### config.mk
export PLATFORM = sky130hd
export DESIGN_NAME = egd_k_decoder
export DESIGN_NICKNAME = d
export VERILOG_FILES = /design/src/rtl/egd_pkg.sv /design/src/rtl/egd_out_stage.sv /design/src/rtl/egd_k_decoder.sv
export SDC_FILE = /design/constraint.sdc
export NUM_CORES = 1
export LEC_CHECK = 0
export CAP_MARGIN = 5
export CORE_ASPECT_RATIO = 0.8
export CORE_MARGIN = 2
export CORE_UTILIZATION = 58
export DETAILED_ROUTE_END_ITERATION = 8
export GPL_TIMING_DRIVEN = 0
export PLACE_DENSITY = 0.87
export REMOVE_ABC_BUFFERS = 1
export SYNTH_ARGS = -nofsm -noshare
export SYNTH_HDL_FRONTEND = slang
export SYNTH_SLANG_ARGS = --single-unit
### constraint.sdc
create_clock -name clk -period 10.8 [get_ports clk]
set_input_delay 2.16 -clock clk [delete_from_list [all_inputs] [get_ports clk]]
set_output_delay 2.16 -clock clk [all_outputs]
set_load 0.05 [all_outputs]
### src/rtl/egd_pkg.sv
// Shared types and arithmetic for the order-k Exp-Golomb decoder.
// Optional macro EGD_SIGNED_MAP_EN adds the se(v) signed mapping function.
package egd_pkg;

    typedef enum logic [2:0] {
        IDLE,
        PREFIX,
        SUFFIX,
        HOLD,
        DROP
    } egd_state_e;

    // codeNum = 2^(n+k) - 2^k + info; callers truncate to their output width.
    function automatic logic [31:0] egd_codenum(input logic [31:0] n,
                                                input logic [31:0] k,
                                                input logic [31:0] info);
        return (32'd1 << (n + k)) - (32'd1 << k) + info;
    endfunction

`ifdef EGD_SIGNED_MAP_EN
    function automatic logic [31:0] egd_se_map(input logic [31:0] c);
        if (c[0]) begin
            return (c + 32'd1) >> 1;
        end
        return 32'd0 - (c >> 1);
    endfunction
`endif

endpackage

### src/rtl/egd_out_stage.sv
// Output holding register with po_valid/po_ready handshake.
// With EGD_SIGNED_MAP_EN the loaded codeNum can be passed through the se(v) map.
module egd_out_stage
    import egd_pkg::*;
#(
    parameter int OUT_W = 11
) (
    input  logic             clk,
    input  logic             rst,
    input  logic             load,
    input  logic             load_err,
    input  logic [OUT_W-1:0] load_code,
`ifdef EGD_SIGNED_MAP_EN
    input  logic             load_map,
`endif
    input  logic             po_ready,
    output logic             po_valid,
    output logic [OUT_W-1:0] po_data,
    output logic             po_err
);

    logic             valid_q, valid_d;
    logic [OUT_W-1:0] data_q, data_d;
    logic             err_q, err_d;

    always_comb begin
        valid_d = valid_q;
        data_d  = data_q;
        err_d   = err_q;
        if (load) begin
            valid_d = 1'b1;
            err_d   = load_err;
            if (load_err) begin
                data_d = '0;
            end
`ifdef EGD_SIGNED_MAP_EN
            else if (load_map) begin
                data_d = OUT_W'(egd_se_map(32'(load_code)));
            end
`endif
            else begin
                data_d = load_code;
            end
        end else if (valid_q && po_ready) begin
            valid_d = 1'b0;
        end
    end

    always_ff @(posedge clk) begin
        if (!rst) begin
            valid_q <= 1'b0;
            data_q  <= '0;
            err_q   <= 1'b0;
        end else begin
            valid_q <= valid_d;
            data_q  <= data_d;
            err_q   <= err_d;
        end
    end

    assign po_valid = valid_q;
    assign po_data  = data_q;
    assign po_err   = err_q;

endmodule

### src/rtl/egd_k_decoder.sv
// Serial order-k Exp-Golomb decoder, one code bit per accepted cycle.
// Optional macro EGD_SIGNED_MAP_EN adds the map_se input for se(v) output.
module egd_k_decoder
    import egd_pkg::*;
#(
    parameter int MAX_PREFIX = 7,
    parameter int K_MAX      = 3
) (
    input  logic                           clk,
    input  logic                           rst,
    input  logic                           si_valid,
    input  logic                           si_data,
    output logic                           si_ready,
    input  logic [$clog2(K_MAX+1)-1:0]     k,
`ifdef EGD_SIGNED_MAP_EN
    input  logic                           map_se,
`endif
    output logic                           po_valid,
    input  logic                           po_ready,
    output logic [MAX_PREFIX+K_MAX:0]      po_data,
    output logic                           po_err
);

    localparam int OUT_W = MAX_PREFIX + K_MAX + 1;
    localparam int KW    = $clog2(K_MAX + 1);
    localparam int NW    = $clog2(MAX_PREFIX + 1);
    localparam int IW    = MAX_PREFIX + K_MAX;
    localparam int RW    = $clog2(IW + 1);

    egd_state_e       state_q, state_d;
    logic [NW-1:0]    n_q, n_d;
    logic [RW-1:0]    rem_q, rem_d;
    logic [KW-1:0]    k_q, k_d;
    logic             map_q, map_d;
    // The final info bit arrives combinationally, so only IW-1 bits are stored.
    logic [IW-2:0]    info_q, info_d;
    logic [IW-1:0]    info_full;
    logic [KW-1:0]    k_clamp;
    logic             accept;
    logic             load, load_err;
    logic [OUT_W-1:0] load_code;

    assign si_ready  = rst && (state_q != HOLD);
    assign accept    = si_valid && si_ready;
    assign k_clamp   = (32'(k) > K_MAX) ? KW'(K_MAX) : k;
    assign info_full = {info_q, si_data};

    always_comb begin
        state_d   = state_q;
        n_d       = n_q;
        rem_d     = rem_q;
        k_d       = k_q;
        map_d     = map_q;
        info_d    = info_q;
        load      = 1'b0;
        load_err  = 1'b0;
        load_code = '0;
        case (state_q)
            IDLE: if (accept) begin
`ifdef EGD_SIGNED_MAP_EN
                map_d = map_se;
`else
                map_d = 1'b0;
`endif
                k_d    = k_clamp;
                info_d = '0;
                if (si_data) begin
                    n_d     = NW'(1);
                    state_d = PREFIX;
                end else begin
                    n_d = '0;
                    if (k_clamp == '0) begin
                        load    = 1'b1;
                        state_d = HOLD;
                    end else begin
                        rem_d   = RW'(k_clamp);
                        state_d = SUFFIX;
                    end
                end
            end
            PREFIX: if (accept) begin
                if (!si_data) begin
                    rem_d   = RW'(n_q) + RW'(k_q);
                    state_d = SUFFIX;
                end else if (n_q == NW'(MAX_PREFIX)) begin
                    state_d = DROP;
                end else begin
                    n_d = n_q + NW'(1);
                end
            end
            SUFFIX: if (accept) begin
                info_d = info_full[IW-2:0];
                rem_d  = rem_q - RW'(1);
                if (rem_q == RW'(1)) begin
                    load      = 1'b1;
                    load_code = OUT_W'(egd_codenum(32'(n_q), 32'(k_q), 32'(info_full)));
                    state_d   = HOLD;
                end
            end
            DROP: if (accept && !si_data) begin
                load     = 1'b1;
                load_err = 1'b1;
                state_d  = HOLD;
            end
            HOLD: if (po_ready) begin
                state_d = IDLE;
            end
            default: state_d = IDLE;
        endcase
    end

    always_ff @(posedge clk) begin
        if (!rst) begin
            state_q <= IDLE;
            n_q     <= '0;
            rem_q   <= '0;
            k_q     <= '0;
            map_q   <= 1'b0;
            info_q  <= '0;
        end else begin
            state_q <= state_d;
            n_q     <= n_d;
            rem_q   <= rem_d;
            k_q     <= k_d;
            map_q   <= map_d;
            info_q  <= info_d;
        end
    end

    // map_d covers both the IDLE->HOLD path (fresh sample) and SUFFIX->HOLD (latched).
    egd_out_stage #(.OUT_W(OUT_W)) u_out (
        .clk       (clk),
        .rst       (rst),
        .load      (load),
        .load_err  (load_err),
        .load_code (load_code),
`ifdef EGD_SIGNED_MAP_EN
        .load_map  (map_d),
`endif
        .po_ready  (po_ready),
        .po_valid  (po_valid),
        .po_data   (po_data),
        .po_err    (po_err)
    );

endmodule

-- Yosys cells after proc, flatten, opt, wreduce, memory -nomap -nowiden
Index checks and enable logic that the tools add are counted.
- $add $sub $neg: 6
- eq/ne operators: 19
- shift-type cells: 2
- multiplexer cells: 41
- reductions and logical operators: 16
- operator list (cell ; count):
    $mux 11 ; 4
    $mux 3 ; 12
    $mux 4 ; 6
    $ne 2x2->1 const B ; 11
    $mux 9 ; 2
    $pmux 9 s2 ; 1
    $pmux 3 s5 ; 1
    $reduce_and 7->1 ; 2
    $pmux 4 s3 ; 1
    $add 11x10->11 ; 1
    $mux 1 ; 11
    $shl 1x2->11 const A ; 1
    $shl 1x4->11 const A ; 1
    $sub 11x11->11 ; 1
    $add 3x2->4 ; 2
    $eq 3x2->1 const B ; 2
    $eq 3x3->1 const B ; 2
    $pmux 3 s2 ; 1
    $reduce_bool 2->1 ; 3
    $reduce_and 5->1 ; 1
    $eq 4x1->1 const B ; 1
    $logic_and 1x1->1 ; 4
    $sub 4x1->4 const B ; 1
    $add 3x1->3 const B ; 1
    other kinds (11) ; 11
- flip-flop bits (word level): 34
- input bits: 7
- output and inout port bits: 14
- word-level logic and storage cells: 92

-- Longest topological paths before layout
- depth after elaboration: 8
- depth in mapped cells: 16
- depth with buffers taken out: 16

-- By module
Synthesis repeated with hierarchy kept, for this count alone.
- cells, all modules: 315
- area total of the unflattened synthesis: 2658.8 um^2
- modules (own cells, without submodules) (module ; times used ; cells each ; area each (um^2) ; sequential area each (um^2)):
    egd_k_decoder ; 1 ; 260 ; 2140.8 ; 420.4
    egd_out_stage ; 1 ; 55 ; 518.0 ; 260.2

-- Worst setup path before layout
OpenSTA, ideal clock, no wires.
- path type: in2out
- start point: in rst
- end point: out si_ready
- data arrival time: 3007 ps
- required time: 8640 ps
- path slack: 5633 ps
- stages: 2
- path buffers: 0
- cells stage by stage: inv_1 > a21oi_1
- longest elaborated chain between the ends: 1
- ends and longest elaborated chain (element ; line ; text):
    start, declared ; egd_k_decoder.sv:10 ; input logic rst,
    $logic_and 1x1->1 ; egd_k_decoder.sv:43 ; assign si_ready = rst && (state_q != HOLD);
    end, declared ; egd_k_decoder.sv:13 ; output logic si_ready,
No other way between the ends.

-- Worst setup path in the final report
Same ends and word-level chain as after synthesis.

==> results.toml <==
[cts]
cts_buffers = 5
cts_resized = 0
cts.sinks = 34
htree_levels = 2
clock_path_buffers = 2
clk_latency_ns = 0.28
ctsHoldBuffers = 0
cts_tree = "done"
clk_pin_slew_ns = 0.07
cts_root_buf = "clkbuf_8"
cts_setup_buffers = 0

[critical_path]
end_kind = "output pin"
max_stage_delay_ns = 0.85
crit_path_start = "rst"
crit_top_cell = "clkdlybuf4s50_1"
reg2reg_slack_ns = 7.01
crit_slowest_cell = "clkdlybuf4s50_1"
critPathKind = "in -> out"
worstPathRequired_ns = 8.64
crit_cells = 4
path_buf_inv = 3
crit_chain = "clkdlybuf4s50_1 -> inv_1 -> a21oi_1 -> clkdlybuf4s50_1"
r2r_start = "k_q[0]"
critPathCapture = "si_ready"
critPathArrivalTime_ns = 4.48
crit_path_start_kind = "input port"
ff2ff_path_depth = 13
critPathTopFamily = "buffers and inverters"
worstReg2RegEnd = "u_out.po_data[8]"
crit_fanout = 16

[global_routing]
grt_overflow = 0
antenna_found_initial = 0
groute.usage.overall_pct = 23.9
grt_pass1_wl_um = 9270
grt_pass1_vias = 2048
grt_max_degree = 20

[run_status]
status = "completed"

[logic_synthesis]
postSynthCellCount = 308
yosysTopAreaCell = "dfxtp_1"
synth.top_cells.by_area = "dfxtp_1, ha_1, inv_1, nor2_1, fa_1"
syn_area_um2 = 2460
synth_warnings = 0
synthMostInstantiatedCell = "inv_1"
async_flop_share_pct = 0
ys_seq_area_share_pct = 27.7
synth_seq_cells = 34
synth-edff-count = 0
synthTopCellsByCount = "inv_1, dfxtp_1, nor2_1"
synth_ff_type = "dfxtp_1"
avgSynthCellArea_um2 = 7.99
synth_top_cell_area_share_pct = 27.7
synth_cell_types = 52

[floorplanning]
dieArea_um2 = 4780
num_rows = 21
start_util_pct = 59.6
coreArea_um2 = 4130
num_io_pins = 21
die_h_um = 62.3
die_x_um = 76.8

[timing]
setup_viol = 0
setup_slack_ns = 4.16
fin_setup_tns_ns = 0
fin_crit_sh_pct = 61.5
finalClockSkew_ns = 0.00872
final_max_slew_viol_count = 0
hold_violations = 0
fmax_mhz = 151
fin_crit_ns = 6.64
worstMarginPinSlew_ns = 0.975
whs_ns = 0.467
rsz0062_at_grt = "false"
slew_headroom_pct = 34.5

[pwr]
powerDensity_nw_per_um2 = 107
ir_worst_vdd_mv = 0.0630
finalPower_uw = 296
p_leak_nw = 1.12

[placement]
placed_cells_incl_taps = 371
globalplace.congestion = 0.871
pre_cts_ws_ns = 4.18
placed_area_um2 = 2670
dp_hpwl_um = 3970
io_buffers = 20

[final_layout]
fin_util_pct = 66.9
nets = 356
layoutNonFillerInstCount = 379
num_antenna_cells = 0
syn_to_final_growth_pct = 12.2
drive_gt1_share_pct = 3.73
fin_area_um2 = 2760

[route]
wire_per_inst_um = 14.0
route.vias.total = 2194
antenna_left = 0
first_pass_iters = 5
routed_wl_um = 5310
drc = 0
first_iter_violations = 248
via_per_inst = 5.79

[min_path]
min_path_type = "reg -> reg"

[run]
maxCapViolations = 0
## flip-flops by register name (all words and copies together), names as in the netlist
register and cells:
info_q 9, state_q 3, u_out.po_valid 1, n_q 3, u_out.po_data 11, u_out.po_err 1
k_q 2, rem_q 4
## cell usage in the layout, fill, tap and decap left out, types with 2 or more instances in the layout
| master | instances |
|---|---|
| ha_1 | 23 |
| a211oi_1 | 5 |
| a31oi_1 | 4 |
| o21ai_0 | 11 |
| clkdlybuf4s50_1 | 20 |
| and2_1 | 3 |
| mux2i_1 | 4 |
| nand3_1 | 16 |
| or3_1 | 2 |
| nand2_1 | 8 |
| xor2_1 | 2 |
| nor4_1 | 2 |
| dfxtp_1 | 34 |
| a22oi_1 | 10 |
| nor2b_1 | 8 |
| nand4_1 | 2 |
| o211ai_1 | 3 |
| clkbuf_8 | 6 |
| nor3b_1 | 3 |
| o2111ai_1 | 3 |
| a311oi_1 | 2 |
| nand2b_1 | 7 |
| a21o_1 | 2 |
| nand3b_1 | 2 |
| a21oi_1 | 17 |
| a22o_1 | 5 |
| inv_1 | 41 |
| and3_1 | 5 |
| nor2_1 | 33 |
| and4_1 | 2 |
| fa_1 | 5 |
| nor3_1 | 6 |
| xnor2_1 | 4 |
| o22ai_1 | 2 |
| o21a_1 | 2 |
## report_power, final
group / switching [mW] / internal, mW / total, mW
Sequential: 0.00375 / 0.127 / 0.131
Clock: 0.0450 / 0.0514 / 0.0964
Combinational: 0.0402 / 0.0284 / 0.0686
## worst min-delay path by stage
stage / startpoint / endpoint / slack, ns / cells after the start
6_report: u_out.po_data[8] / u_out.po_data[8] / 0.47 / 1
4_1_cts: u_out.po_data[8] / u_out.po_data[8] / 0.47 / 1
2_1_floorplan: n_q[0] / n_q[0] / 0.45 / 2
3_5_place_dp: u_out.po_data[1] / u_out.po_data[1] / 0.45 / 1
3_3_place_gp: u_out.po_data[10] / u_out.po_data[10] / 0.45 / 1
5_1_grt: u_out.po_data[1] / u_out.po_data[1] / 0.50 / 1
## cell families (layout without fill, tap and decap cells)
| logic type | Yosys count | count (layout) | share of synthesized area [%] |
|---|---|---|---|
| XOR/XNOR | 6 | 6 | 2.14 |
| buffers and inverters | 55 | 69 | 8.80 |
| adder cells (fa/ha/maj) | 28 | 28 | 15.8 |
| multiplexers | 6 | 6 | 2.70 |
| flip-flops | 34 | 34 | 27.7 |
| AND/OR/NAND/NOR | 102 | 102 | 21.4 |
| AO/OA/AOI/OAI | 77 | 77 | 21.5 |
## final cells by class
| cell class | instances | area (um2) |
|---|---|---|
| Timing Repair Buffer | 20 | 200 |
| Clock buffer | 7 | 86.3 |
| Inverter | 41 | 154 |
| Sequential cell | 34 | 681 |
| Clock inverter | 1 | 5.00 |
| Multi-Input combinational cell | 219 | 1560 |
| Fill cell | 346 | 1370 |
| Tap cell | 57 | 71.3 |
## per-layer routing
| metal | GRT usage (%) | share of wire [%] | routed length (um) |
|---|---|---|---|
| met4 | 8.41 | 0.87 | 46 |
| met3 | 5.23 | 6.6 | 351 |
| met1 | 32.2 | 45 | 2410 |
| met5 | 0 | 0 | 0 |
| met2 | 37.9 | 47 | 2500 |
(Power assumes the default switching activity.)
==> RTL change 1, RTL diff (same flow settings) <==
The option `EGD_SIGNED_MAP_EN` is turned on by a define.
--- a/src/rtl/egd_pkg.sv
+++ b/src/rtl/egd_pkg.sv
@@ -1,5 +1,7 @@
 // Shared types and arithmetic for the order-k Exp-Golomb decoder.
 // Optional macro EGD_SIGNED_MAP_EN adds the se(v) signed mapping function.
+`define EGD_SIGNED_MAP_EN
+
 package egd_pkg;
 
     typedef enum logic [2:0] {
Interface: changed (added map_se); port bits go from 21 to 22. The function was not compared with the original's and may differ.
==> RTL change 1 against the original RTL <==
Sequential power grew 8%. Routed wire length grew 49%. Total power grew 55%. Sequential cell count increased by 1. Worst hold slack lost 0.0076 ns. Cell area rose by 24%. Setup slack better by 0.13 ns. Area after synthesis rose by 28%.
==> RTL change 1: results <==
{
  "first_iter_violations": 314,
  "detail_route.wl_per_cell_um": 16.1,
  "synth.distinct_cells": 74,
  "status": "finished clean",
  "wl_met2_um": 3460,
  "multi_input_cells": 325,
  "use_met1": 0.404,
  "regToRegEndpoint": "u_out.po_data[9]",
  "seq_area_frac": 0.204,
  "numPlacedInstances": 483,
  "hold_end": "info_q[8]",
  "hp-start": "info_q[8]",
  "multi_input_area_um2": 2210,
  "synth.area.top_cells": "dfxtp_1 22%, ha_1 10%, a21oi_1 6.2%",
  "fin_util": 0.670,
  "ys_seq_area_frac": 0.223,
  "grt_pass1_vias": 2886,
  "dpl_cell_area_um2": 3340,
  "hold_depth": 2,
  "met3_usage": 0.0440,
  "grt_max_degree": 19,
  "dpl.hpwl_um": 5970,
  "final-clk-cell-share": 0.0240,
  "post-route-period-util": 0.603,
  "io_buffers": 21,
  "reg2reg_slack_ns": 5.70,
  "stdcell_area_um2": 3430,
  "wl_met1_um": 3770,
  "cts_sinks": 35,
  "grt_usage": 0.276
}
RTL change 1: power by group:
group          internal (W)  leakage, nW  switching [W]
Sequential         0.000133        0.283     0.00000840
Clock             0.0000441       0.0440      0.0000494
Combinational     0.0000872        0.973       0.000135
Total              0.000265         1.30       0.000193
RTL change 1: kinds of logic after synthesis:
logic type | after synthesis | synth area share
DFF | 35 | 0.223
buffers and inverters | 59 | 0.0738
and+or+nand+nor | 155 | 0.251
adders and majority gates | 31 | 0.136
xor gates and xnor gates | 16 | 0.0507
muxes | 5 | 0.0164
AOI/OAI and AO/OA | 118 | 0.249
RTL change 1: worst max-delay path by stage:
stage / from / to / depth (start not counted)
after floorplan: rst / si_ready / 2
after detailed placement: rst / si_ready / 4
after CTS: rst / si_ready / 4
after global routing: rst / si_ready / 4
after global placement: rst / si_ready / 4
final: rst / si_ready / 4
RTL change 1: worst max-delay path, cell delays in order:
cell	delay [ns]
clkdlybuf4s50_1	0.64
clkinv_1	0.50
nor2_1	0.23
clkdlybuf4s50_1	0.82
==> RTL change 2, RTL diff (config.mk and constraints unchanged) <==
Without the edit above. `data_q` no longer has a reset.
--- a/src/rtl/egd_out_stage.sv
+++ b/src/rtl/egd_out_stage.sv
@@ -49,13 +49,15 @@
     always_ff @(posedge clk) begin
         if (!rst) begin
             valid_q <= 1'b0;
-            data_q  <= '0;
             err_q   <= 1'b0;
         end else begin
             valid_q <= valid_d;
-            data_q  <= data_d;
             err_q   <= err_d;
         end
+    end
+
+    always_ff @(posedge clk) begin
+        data_q <= data_d;
     end
 
     assign po_valid = valid_q;
Check against the original RTL: differs if rst is asserted again (counterexample within 4 cycles, from zero or initial values and one cycle with rst low); with rst held inactive, the same outputs for 10 cycles.
==> RTL change 2 against the original RTL <==
Setup slack improved by 0.23 ns. Worst hold slack better by 0.0013 ns. Sequential cell count unchanged. Area after synthesis up 3.0%. Sequential power up 11%. Critical path depth shrank 1. Clock power is 36% higher. Routed wire length decreased by 4.0%. Clock skew decreased by 0.0012 ns. Sequential share of layout area grew 3.1 points. Cell area increased by 3.3%. Via count is 4.1% lower. Total power is 32% higher. Largest cell class unchanged.
==> RTL change 2: results <==
{
  "status": "finished clean",
  "ir_drop_mv": 0.0949,
  "cp_max_fo": 28,
  "drt_wl_total_um": 5100,
  "vias": 2104,
  "dpl_cell_area_um2": 2720,
  "grt_usage": 0.228,
  "ys_seq_area_frac": 0.312,
  "synth.area.top_cells": "dfxtp_1 18%, edfxtp_1 13%, ha_1 11%",
  "synth_edf_count": 11,
  "dpl.hpwl_um": 3670,
  "finalClockSkew_ns": 0.00748,
  "slew_headroom": 0.217,
  "drive_gt1_frac": 0.0345,
  "grt_pass1_wl_um": 8870,
  "cp.arrival_ns": 4.25,
  "reg2reg_depth": 14,
  "clk_latency_ns": 0.30,
  "layout.nets": 353,
  "grt_pass1_vias": 1955,
  "regToRegEndpoint": "u_out.po_data[7]",
  "grt_max_degree": 29,
  "fillCellCount": 319,
  "place_congestion": 0.841,
  "first_iter_violations": 92
}
==> RTL change 2: where the power goes <==
group          internal, W  switching (W)  leakage (nW)
clock network    0.0000820      0.0000493        0.0640
registers         0.000135      0.0000109         0.308
logic            0.0000491      0.0000645         0.777
total             0.000266       0.000125          1.15
==> RTL change 2: kinds of logic (layout without fill, tap and decap cells) <==
family          Yosys count  count (layout)  share of synthesized area
xor+xnor                  9               9                     0.0311
mux                       4               4                     0.0178
compound gates           69              69                      0.188
fa+ha+maj                28              28                      0.153
simple gates            109             109                      0.209
buf+inv                  53              66                     0.0889
flops                    34              34                      0.312
==> RTL change 2: cell type report <==
type                            count  area (µm²)  area share
Multi-Input combinational cell    219        1520       0.532
Tap cell                           57        71.3      0.0250
Clock inverter                      2        33.8      0.0119
Clock buffer                        6        93.8      0.0329
Inverter                           38         143      0.0500
Timing Repair Buffer               20         200      0.0702
Sequential cell                    34         791       0.277
==> RTL change 2: through the flow <==
step / power (W) / instances / setup slack, ns
final: 0.000391 / 376 / 4.39
after global routing: 0.000414 / 376 / 4.28
after CTS: 0.000391 / 376 / 4.40
after detailed placement: 0.000259 / 368 / 4.39
after global placement: 0.000254 / 368 / 4.41
after floorplan: 0.000233 / 291 / 5.34
==> RTL change 2: worst min-delay path by stage <==
stage	startpoint	end	slack, ns	cells past startpoint
floorplan	info_q[8]	info_q[8]	0.44	2
CTS	u_out.po_err	u_out.po_err	0.47	2
global placement	u_out.po_err	u_out.po_err	0.45	2
global route	u_out.po_err	u_out.po_err	0.49	2
detailed placement	u_out.po_err	u_out.po_err	0.46	2
finish	u_out.po_err	u_out.po_err	0.47	2
==> RTL change 2: routing by layer <==
| metal | up-vias | wire length [µm] | global-route usage | share of wire |
|---|---|---|---|---|
| li1 | 1072 | - | - | - |
| met1 | 975 | 2340 | 0.306 | 0.46 |
| met2 | 49 | 2450 | 0.366 | 0.48 |
| met3 | 8 | 253 | 0.0573 | 0.050 |
| met4 | 0 | 58 | 0.0680 | 0.011 |
| met5 | - | 0 | 0 | 0 |
==> RTL change 2: worst max-delay path: stages <==
cell             delay (ns)
clkdlybuf4s50_1        1.00
a21boi_0               0.26
clkdlybuf4s50_1        0.83
